### src/rtl/result_dump_ctrl_pkg.sv
// result_dump_ctrl_pkg: shared FSM encoding, default widths and window sanity check for the result dump path
package result_dump_ctrl_pkg;
  localparam int ADDR_W_DEF = 8;
  localparam int DATA_W_DEF = 32;
  typedef enum logic [1:0] {
    IDLE   = 2'd0,
    SETTLE = 2'd1,
    SEND   = 2'd2,
    DONE   = 2'd3
  } dump_state_t;
  // A legal window is word aligned, ordered, reachable in whole steps and fits in the address width.
  function automatic bit window_ok(int aw, int s, int e, int st);
    return (s % 4 == 0) && (e % 4 == 0) && (e >= s) && (st > 0) &&
           ((e - s) % st == 0) && (e < (1 << aw));
  endfunction
endpackage

### src/rtl/result_dump_ctrl_if.sv
// result_dump_ctrl_if: (address, word) valid/ready stream
//   master: drives addr, data, valid; samples ready
//   slave : samples addr, data, valid; drives ready
interface result_dump_ctrl_if
  import result_dump_ctrl_pkg::*;
#(
  parameter int ADDR_W = ADDR_W_DEF,
  parameter int DATA_W = DATA_W_DEF
);
  logic [ADDR_W-1:0] addr;
  logic [DATA_W-1:0] data;
  logic              valid;
  logic              ready;
  modport master(output addr, data, valid, input ready);
  modport slave(input addr, data, valid, output ready);
endinterface

### src/rtl/result_dump_ctrl_checksum.sv
// result_dump_ctrl_checksum: wrapping accumulator with synchronous clear and add enable
//   clk, rst_n : clock, async active-low reset
//   clr        : zero the sum (wins over en)
//   en, d      : add d to the sum
//   sum        : running sum mod 2^W
module result_dump_ctrl_checksum #(
  parameter int W = 32
) (
  input  logic         clk,
  input  logic         rst_n,
  input  logic         clr,
  input  logic         en,
  input  logic [W-1:0] d,
  output logic [W-1:0] sum
);
  always_ff @(posedge clk or negedge rst_n)
    if (!rst_n) sum <= '0;
    else if (clr) sum <= '0;
    else if (en) sum <= sum + d;
endmodule

### src/rtl/result_dump_ctrl.sv
// result_dump_ctrl: after the core halts, walks test_address over a memory window and streams each word out
//   clk, rst_n   : ungated core clock, async active-low reset
//   hlt          : core halt flag (raw, registered once here)
//   result_in    : Result1 from the core for the current test_address
//   test_address : address driven into the halted core
//   dump         : (addr, data) valid/ready stream master
//   busy, done   : walking the window / whole window delivered (held)
//   aborted      : one-cycle pulse when the halt drops mid-dump
//   checksum     : sum mod 2^DATA_W of words handshaken in this dump
module result_dump_ctrl
  import result_dump_ctrl_pkg::*;
#(
  parameter int ADDR_W     = ADDR_W_DEF,
  parameter int DATA_W     = DATA_W_DEF,
  parameter int START_ADDR = 0,
  parameter int END_ADDR   = 252,
  parameter int STEP       = 4
) (
  input  logic              clk,
  input  logic              rst_n,
  input  logic              hlt,
  input  logic [DATA_W-1:0] result_in,
  output logic [ADDR_W-1:0] test_address,
  output logic              busy,
  output logic              done,
  output logic              aborted,
  output logic [DATA_W-1:0] checksum,
  result_dump_ctrl_if.master dump
);
  localparam logic [ADDR_W-1:0] START_A = ADDR_W'(START_ADDR);
  localparam logic [ADDR_W-1:0] END_A   = ADDR_W'(END_ADDR);
  localparam logic [ADDR_W-1:0] STEP_A  = ADDR_W'(STEP);
  if (!window_ok(ADDR_W, START_ADDR, END_ADDR, STEP)) begin : g_bad_window
    $error("result_dump_ctrl: dump window misaligned, unordered or wider than ADDR_W");
  end
  dump_state_t state;
  logic        hlt_q;
  logic        xfer;
  // valid is only ever high in SEND, so this is the SEND handshake
  assign xfer = dump.valid & dump.ready;
  always_ff @(posedge clk or negedge rst_n)
    if (!rst_n) begin
      state        <= IDLE;
      hlt_q        <= 1'b0;
      test_address <= '0;
      dump.addr    <= '0;
      dump.data    <= '0;
      dump.valid   <= 1'b0;
      busy         <= 1'b0;
      done         <= 1'b0;
      aborted      <= 1'b0;
    end else begin
      hlt_q   <= hlt;
      aborted <= 1'b0;
      case (state)
        IDLE:
          if (hlt_q) begin
            state        <= SETTLE;
            test_address <= START_A;
            done         <= 1'b0;
            busy         <= 1'b1;
          end
        SETTLE:
          if (!hlt_q) begin
            state   <= IDLE;
            busy    <= 1'b0;
            aborted <= 1'b1;
          end else begin
            state      <= SEND;
            dump.data  <= result_in;
            dump.addr  <= test_address;
            dump.valid <= 1'b1;
          end
        SEND:
          if (!hlt_q) begin
            state      <= IDLE;
            dump.valid <= 1'b0;
            busy       <= 1'b0;
            aborted    <= 1'b1;
          end else if (xfer) begin
            dump.valid <= 1'b0;
            if (test_address == END_A) begin
              state <= DONE;
              done  <= 1'b1;
              busy  <= 1'b0;
            end else begin
              state        <= SETTLE;
              test_address <= test_address + STEP_A;
            end
          end
        DONE:
          if (!hlt_q) begin
            state <= IDLE;
            done  <= 1'b0;
          end
      endcase
    end
  // A handshake the sink has seen is counted even if the halt drops on the same edge.
  result_dump_ctrl_checksum #(.W(DATA_W)) u_checksum (
    .clk  (clk),
    .rst_n(rst_n),
    .clr  ((state == IDLE) & hlt_q),
    .en   (xfer),
    .d    (dump.data),
    .sum  (checksum)
  );
endmodule

### src/flat_wrapper.sv
// flat-port wrapper written by rule: the top's interface ports become plain ports
module result_dump_ctrl_flat import result_dump_ctrl_pkg::*;
#(
  parameter int ADDR_W     = ADDR_W_DEF,
  parameter int DATA_W     = DATA_W_DEF,
  parameter int START_ADDR = 0,
  parameter int END_ADDR   = 252,
  parameter int STEP       = 4
)
  (clk, rst_n, hlt, result_in, test_address, busy, done, aborted, checksum, dump_addr, dump_data, dump_valid, dump_ready);
  result_dump_ctrl_if #(.ADDR_W(ADDR_W), .DATA_W(DATA_W)) dump_i ();
  input  logic clk;
  input  logic rst_n;
  input  logic hlt;
  input  logic [DATA_W-1:0] result_in;
  output logic [ADDR_W-1:0] test_address;
  output logic busy;
  output logic done;
  output logic aborted;
  output logic [DATA_W-1:0] checksum;
  output wire logic [$bits(dump_i.addr)-1:0] dump_addr;
  output wire logic [$bits(dump_i.data)-1:0] dump_data;
  output wire logic [$bits(dump_i.valid)-1:0] dump_valid;
  input wire logic [$bits(dump_i.ready)-1:0] dump_ready;
  assign dump_addr = dump_i.addr;
  assign dump_data = dump_i.data;
  assign dump_valid = dump_i.valid;
  assign dump_i.ready = dump_ready;
  result_dump_ctrl #(.ADDR_W(ADDR_W), .DATA_W(DATA_W), .START_ADDR(START_ADDR), .END_ADDR(END_ADDR), .STEP(STEP)) u_core (.clk(clk), .rst_n(rst_n), .hlt(hlt), .result_in(result_in), .test_address(test_address), .busy(busy), .done(done), .aborted(aborted), .checksum(checksum), .dump(dump_i));
endmodule
### config.mk
export PLATFORM = sky130hd
export DESIGN_NAME = result_dump_ctrl_flat
export DESIGN_NICKNAME = d
export VERILOG_FILES = /design/src/rtl/result_dump_ctrl_pkg.sv /design/src/rtl/result_dump_ctrl_if.sv /design/src/rtl/result_dump_ctrl_checksum.sv /design/src/rtl/result_dump_ctrl.sv /design/src/flat_wrapper.sv
export SDC_FILE = /design/constraint.sdc
export NUM_CORES = 1
export LEC_CHECK = 0
export CORE_UTILIZATION = 44
export DETAILED_ROUTE_END_ITERATION = 8
export GPL_ROUTABILITY_DRIVEN = 0
export PLACE_DENSITY = 0.72
export SYNTH_ARGS = -nofsm -noshare
export SYNTH_HDL_FRONTEND = slang
export SYNTH_SLANG_ARGS = --single-unit
export TNS_END_PERCENT = 20
### constraint.sdc
create_clock -name clk -period 3.5 [get_ports clk]
set_input_delay 0.35 -clock clk [delete_from_list [all_inputs] [get_ports clk]]
set_output_delay 0.35 -clock clk [all_outputs]
set_load 0.005 [all_outputs]
# Word-level counts from Yosys, hierarchy flattened
# Index checks and enable logic that the tools add are counted.
[totals] register_bits=87 input_bits=36 out_inout_bits=84 word_cells=71
[op_classes] addsub=2 eq_ne=14 muxes=30 bitwise_logic=2 reduce_logical=13
[op_table] op="32-bit two-way mux" count=2
[op_table] op="32-bit adder" count=1
[op_table] op="8-bit two-way mux" count=4
[op_table] op="8-bit case mux with 2 select lines" count=1
[op_table] op="1-bit two-way mux" count=13
[op_table] op="2-bit two-way mux" count=6
[op_table] op="5-bit AND reduction" count=2
[op_table] op="8-bit by 3-bit adder with 8-bit output, second input constant" count=1
[op_table] op="8-bit equality test, second input constant" count=1
[op_table] op="2-bit by 1-bit != test with 1-bit output, second input constant" count=4
[op_table] op="2-bit != test, second input constant" count=4
[op_table] op="2-bit case mux with 4 select lines" count=1
[op_table] op="3-bit != test, second input constant" count=2
[op_table] op="1-bit case mux with 3 select lines" count=2
[op_table] op="3-bit AND reduction" count=2
[op_table] op="6-bit AND reduction" count=1
[op_table] op="2-bit nonzero test" count=3
[op_table] op="3-bit nonzero test" count=2
[op_table] op="2-bit equality test, second input constant" count=2
[op_table] op="1-bit bitwise AND" count=2
[op_table] op="2-bit by 1-bit equality test with 1-bit output, second input constant" count=1
[op_table] op="2-bit zero test" count=1
[op_table] op="1-bit case mux with 2 select lines" count=1
[op_table] op="2-bit AND reduction" count=1
[op_table] op="2-bit OR reduction" count=1

# Longest topological paths before layout
[logic_depth] depth_word=5 mapped_depth=12 mapped_depth_nobuf=12

# Hierarchy
# Synthesis repeated with hierarchy kept, for this count alone.
[hier_totals] cells_unflattened=522 hier_area_um2=5218.8
[by_module_without_submodules] mod="result_dump_ctrl_checksum" instances=1 cells_each=347 area_per_inst_um2=2964.1 seq_area_each_um2=800.8
[by_module_without_submodules] mod="result_dump_ctrl" instances=1 cells_each=175 area_per_inst_um2=2254.7 seq_area_each_um2=1276.2

# Worst setup path before layout
# No wires, ideal clock.
[synth_timing] kind="register to register" start="register u_core.u_checksum.sum[0]" end="register u_core.u_checksum.sum[28]" setup_time_ps=82 arrival_time_ps=2619 required_time_ps=3418 path_slack_ps=799 stages_incl_launch_ff=13 path_buffers=0 period_less_slack_ps=2701 cell_sequence="dfrtp_1 -> ha_1 -> inv_1 -> fa_1 -> nor2b_4 -> o31a_4 -> o311ai_4 -> a2111oi_2 -> nand4b_1 -> and2_4 -> a211oi_1 -> or3_1 -> a31oi_1"
[synth_via] elab_chain_cells=3
[synth_lines] item="from (decl)" line_no="result_dump_ctrl_checksum.sv:14" text="output logic [W-1:0] sum"
[synth_lines] item="from (signal assigned)" line_no="result_dump_ctrl_checksum.sv:19" text="else if (en) sum <= sum + d;"
[synth_lines] item="32-bit adder" line_no="result_dump_ctrl_checksum.sv:19"
[synth_lines] item="32-bit two-way mux" line_no="result_dump_ctrl_checksum.sv:19"
[synth_lines] item="32-bit two-way mux" line_no="result_dump_ctrl_checksum.sv:18" text="else if (clr) sum <= '0;"
# No other way between the ends. The select of a mux whose other input is x is not followed.
# A chain may end at the register's enable or synchronous reset.

# Worst setup path in the final report
[layout_timing] start="register u_core.dump.data[0]" end="register u_core.u_checksum.sum[30]"
[layout_via] elab_chain_cells=3
[layout_lines] item="from (decl)" line_no="result_dump_ctrl_if.sv:14" text="modport master(output addr, data, valid, input ready);"
[layout_lines] item="from (signal assigned)" line_no="result_dump_ctrl.sv:70" text="dump.data <= result_in;"
[layout_lines] item="32-bit adder" line_no="result_dump_ctrl_checksum.sv:19"
[layout_lines] item="32-bit two-way mux" line_no="result_dump_ctrl_checksum.sv:19"
[layout_lines] item="32-bit two-way mux" line_no="result_dump_ctrl_checksum.sv:18"
# No other way between the ends. The select of a mux whose other input is x is not followed.

==> results.yml <==
worst_setup_path:
  crit_slowest_cell: "a2111oi_2"
  cp_num_buf_inv: 1
  path_delay_family: "compound AO/OA/AOI/OAI gates"
  cp-start-kind: "flip-flop"
  path_max_fanout: 3
  cp_common_cell: "a21oi_1"
  crit_chain: "ha_1, inv_1, fa_1, nor2b_4, o31a_4, o311ai_4, a2111oi_2, o211ai_1, a21oi_1, a31oi_1, xor2_1, a21oi_1"
  worstSetupPathType: "reg2reg"
  crit_path_end_kind: "flip-flop"
  cp.arrival_ns: 3.30
  critical-path-max-stage-delay_ns: 0.55
  crit_required_ns: 3.76
floorplanning:
  row_count: 38
  die_h_um: 109.8
  die_area_um2: 12050
  start_util: 0.4614
  core_area_um2: 11080
  ios: 120
  die_width_um: 109.8
route:
  antenna_left: 0
  vias: 4336
  drtPass1Iterations: 4
  routed_wl_um: 12700
  avgRoutedWirePerCell_um: 16.38
  drt-vias-per-instance: 5.595
  drc_errors: 0
  drt-initial-drc-count: 148
placed_design:
  io_buffers: 115
  placedCellCount: 759
  placed_area_um2: 6356
  pre_cts_ws_ns: 0.4876
  dp.final_hpwl_um: 8833
flow_run:
  drv_cap: 0
sta:
  setup_viol: 0
  fin_hold_ws_ns: 0.1967
  skew_ns: 0.01075
  period_needed_ns: 3.037
  tightest_slew_ns: 1.049
  setup_ws_ns: 0.4634
  slew_viol_final: 0
  rsz0062_at_grt: "no"
  slew_headroom: 0.3007
  finalCritPeriodShare: 0.8676
  hold_violations: 0
  fin_setup_tns_ns: 0
  fmax_mhz: 329.3
logic_synthesis:
  synth_cells: 519
  synth_cell_types: 70
  yosysSeqAreaShare: 0.4064
  synth_top_family_by_area: "compound AO/OA/AOI/OAI gates"
  synth_xor_area_frac: 0.03770
  ys.flop_type: "dfrtp_1"
  synth_edf_count: 0
  synth.cell_area_um2: 5111
  synthSimpleGateAreaFrac: 0.1464
  ys_ff_latch: 83
  synthAdderAreaFrac: 0.09939
  async_flop_share: 1.000
  synth-compound-area-share: 0.1905
  synthMuxAreaShare: 0.08323
  synth_warnings: 0
  syn_avg_cell_area_um2: 9.848
power_and_ir_drop:
  p_comb_frac: 0.617
  switching_power_mw: 2.977
  swShare: 0.4072
  ir_worst_vdd_uv: 534.7
  p_seq_frac: 0.238
  power_density_nw_per_um2: 1094
  p_leak_nw: 3.000
  p_int_mw: 4.334
  p_total_mw: 7.310
  pwr-share-clk: 0.144
final_layout:
  final_util: 0.6035
  nNetsFinal: 706
  design_area_um2: 6685
  drive_above_1_share: 0.1244
  num_antenna_cells: 0
  nFillCells: 979
  synthToLayoutAreaGrowth_pct: 30.80
  instances_no_fill: 775
clock_network:
  cts_setup_buffers: 0
  postCtsHoldBufs: 0
  cts.sinks: 83
  cts_resized: 0
  clock_path_buffers: 2
  clkLatencyLatePin_ns: 0.34
  clk_pin_slew_ns: 0.06
  cts_tree: "built"
  cts-buffers-inserted: 9
  clockRootBuffer: "clkbuf_16"
  htreeDepth: 3
worst_hold_path:
  min_path_type: "in2async"
global_route:
  grt_max_degree: 84
  grt_pass1_wl_um: 20780
  globalRouteTotalUtil: 0.2255
  first_global_vias: 4233
  antenna_found_initial: 0
  gr-total-overflow: 0
outcome:
  status: "finished clean"
synthesized netlist by cell type (2+ instances only):
master	number	share of area
dfrtp_1	83	0.41
nand2_1	62	0.046
a21oi_1	48	0.047
ha_1	39	0.095
mux2_2	36	0.079
nor2_1	32	0.024
o21ai_0	24	0.024
inv_1	16	0.012
a21o_1	15	0.022
nand3_1	12	0.012
a211oi_1	11	0.016
clkbuf_1	11	0.0081
xnor2_1	11	0.019
xor2_1	11	0.019
nor3_1	6	0.0059
or3_1	6	0.0073
a22o_1	5	0.0086
o21a_1	5	0.0073
a31oi_1	4	0.0049
buf_4	4	0.0059
o21ai_1	4	0.0039
and2b_2	3	0.0051
and4_1	3	0.0051
buf_1	3	0.0022
nand4_1	3	0.0037
nor4b_1	3	0.0051
o21bai_1	3	0.0044
or4_1	3	0.0044
a21oi_2	2	0.0034
a2bb2oi_1	2	0.0034
and2_1	2	0.0024
and3_2	2	0.0029
mux2i_1	2	0.0039
nand2b_1	2	0.0024
nand3b_1	2	0.0029
nor2b_1	2	0.0024
o211ai_2	2	0.0049
o22ai_1	2	0.0024
o31ai_1	2	0.0029
per-layer routing:
metal	vias to the layer above	track usage	share of wire
met4	0	0.05429	0.012
met2	125	0.3710	0.48
met3	13	0.06520	0.057
met5	-	0	0
li1	2083	-	-
met1	2115	0.2916	0.45
cell usage in the layout, fill, tap and decap left out, types with 3 or more instances in the layout:
cell type        count
ha_1                39
a31oi_1              4
and4_1               3
a211oi_1            11
buf_4                5
clkdlybuf4s50_1    114
clkbuf_16            9
inv_1               16
and2b_2              3
nor2_1              32
a22o_1               5
o21ai_1              4
nand4_1              3
nand2_1             61
a21o_1              15
o21ai_0             24
xor2_1              11
mux2_2              36
dfrtp_1             83
or4_1                3
nand3_1             12
o21a_1               5
conb_1               4
o21bai_1             3
or3_1                6
a21oi_1             48
nor3_1               6
xnor2_1             11
nor4b_1              3
path summary, 6_finish.rpt:
kind | startpoint | to | slack (ns) | depth (start not counted)
max in group asynchronous | rst_n | u_core.u_checksum.sum[20] | 2.63 | 1
hold / removal | rst_n | u_core.u_checksum.sum[2] | 0.20 | 1
hold reg to reg | u_core.dump.addr[2] | u_core.dump.addr[2] | 0.48 | 2
setup reg to reg | u_core.dump.data[0] | u_core.u_checksum.sum[30] | 0.46 | 12
min in group clk | hlt | u_core.hlt_q | 0.44 | 1
setup / recovery | u_core.dump.data[0] | u_core.u_checksum.sum[30] | 0.46 | 12
registers in the layout, indices dropped and copies added (netlist names):
signal and flops:
u_core.dump.data 32, u_core.u_checksum.sum 32, u_core.dump.addr 6, u_core.test_address 6, u_core.state 2, u_core.aborted 1
u_core.busy 1, u_core.done 1, u_core.dump.valid 1, u_core.hlt_q 1
cell families after synthesis:
family,count (synthesis)
DFF,83
adders and majority gates,40
xor gates and xnor gates,22
other,1
and+or+nand+nor,153
muxes,38
AOI/OAI and AO/OA,144
buffers and inverters,38
power by group through the flow:
stage	clock network [mW]	registers, mW	logic, mW
2_1_floorplan	0	1.71	3.03
3_3_place_gp	0	1.73	4.36
3_5_place_dp	0	1.76	4.46
4_1_cts	1.07	1.74	4.52
5_1_grt	1.11	1.80	5.03
6_report	1.05	1.74	4.51
final cells by class:
class,instances,area (um2),share of cell area
Tap cell,140,175.2,0.02620
Inverter,16,60.06,0.008984
Timing Repair Buffer,119,1179,0.1763
Clock inverter,4,72.57,0.01086
Clock buffer,12,256.5,0.03837
Sequential cell,83,2077,0.3107
Multi-Input combinational cell,401,2865,0.4286
worst register-to-register path, stage by stage (launching register included):
cell and delay [ns]:
dfrtp_1 0.38, ha_1 0.20, inv_1 0.06, fa_1 0.41, nor2b_4 0.15, o31a_4 0.16
o311ai_4 0.12, a2111oi_2 0.55, o211ai_1 0.23, a21oi_1 0.25, a31oi_1 0.12, xor2_1 0.15
a21oi_1 0.16
Note: power is estimated with default switching activity, not from simulation.
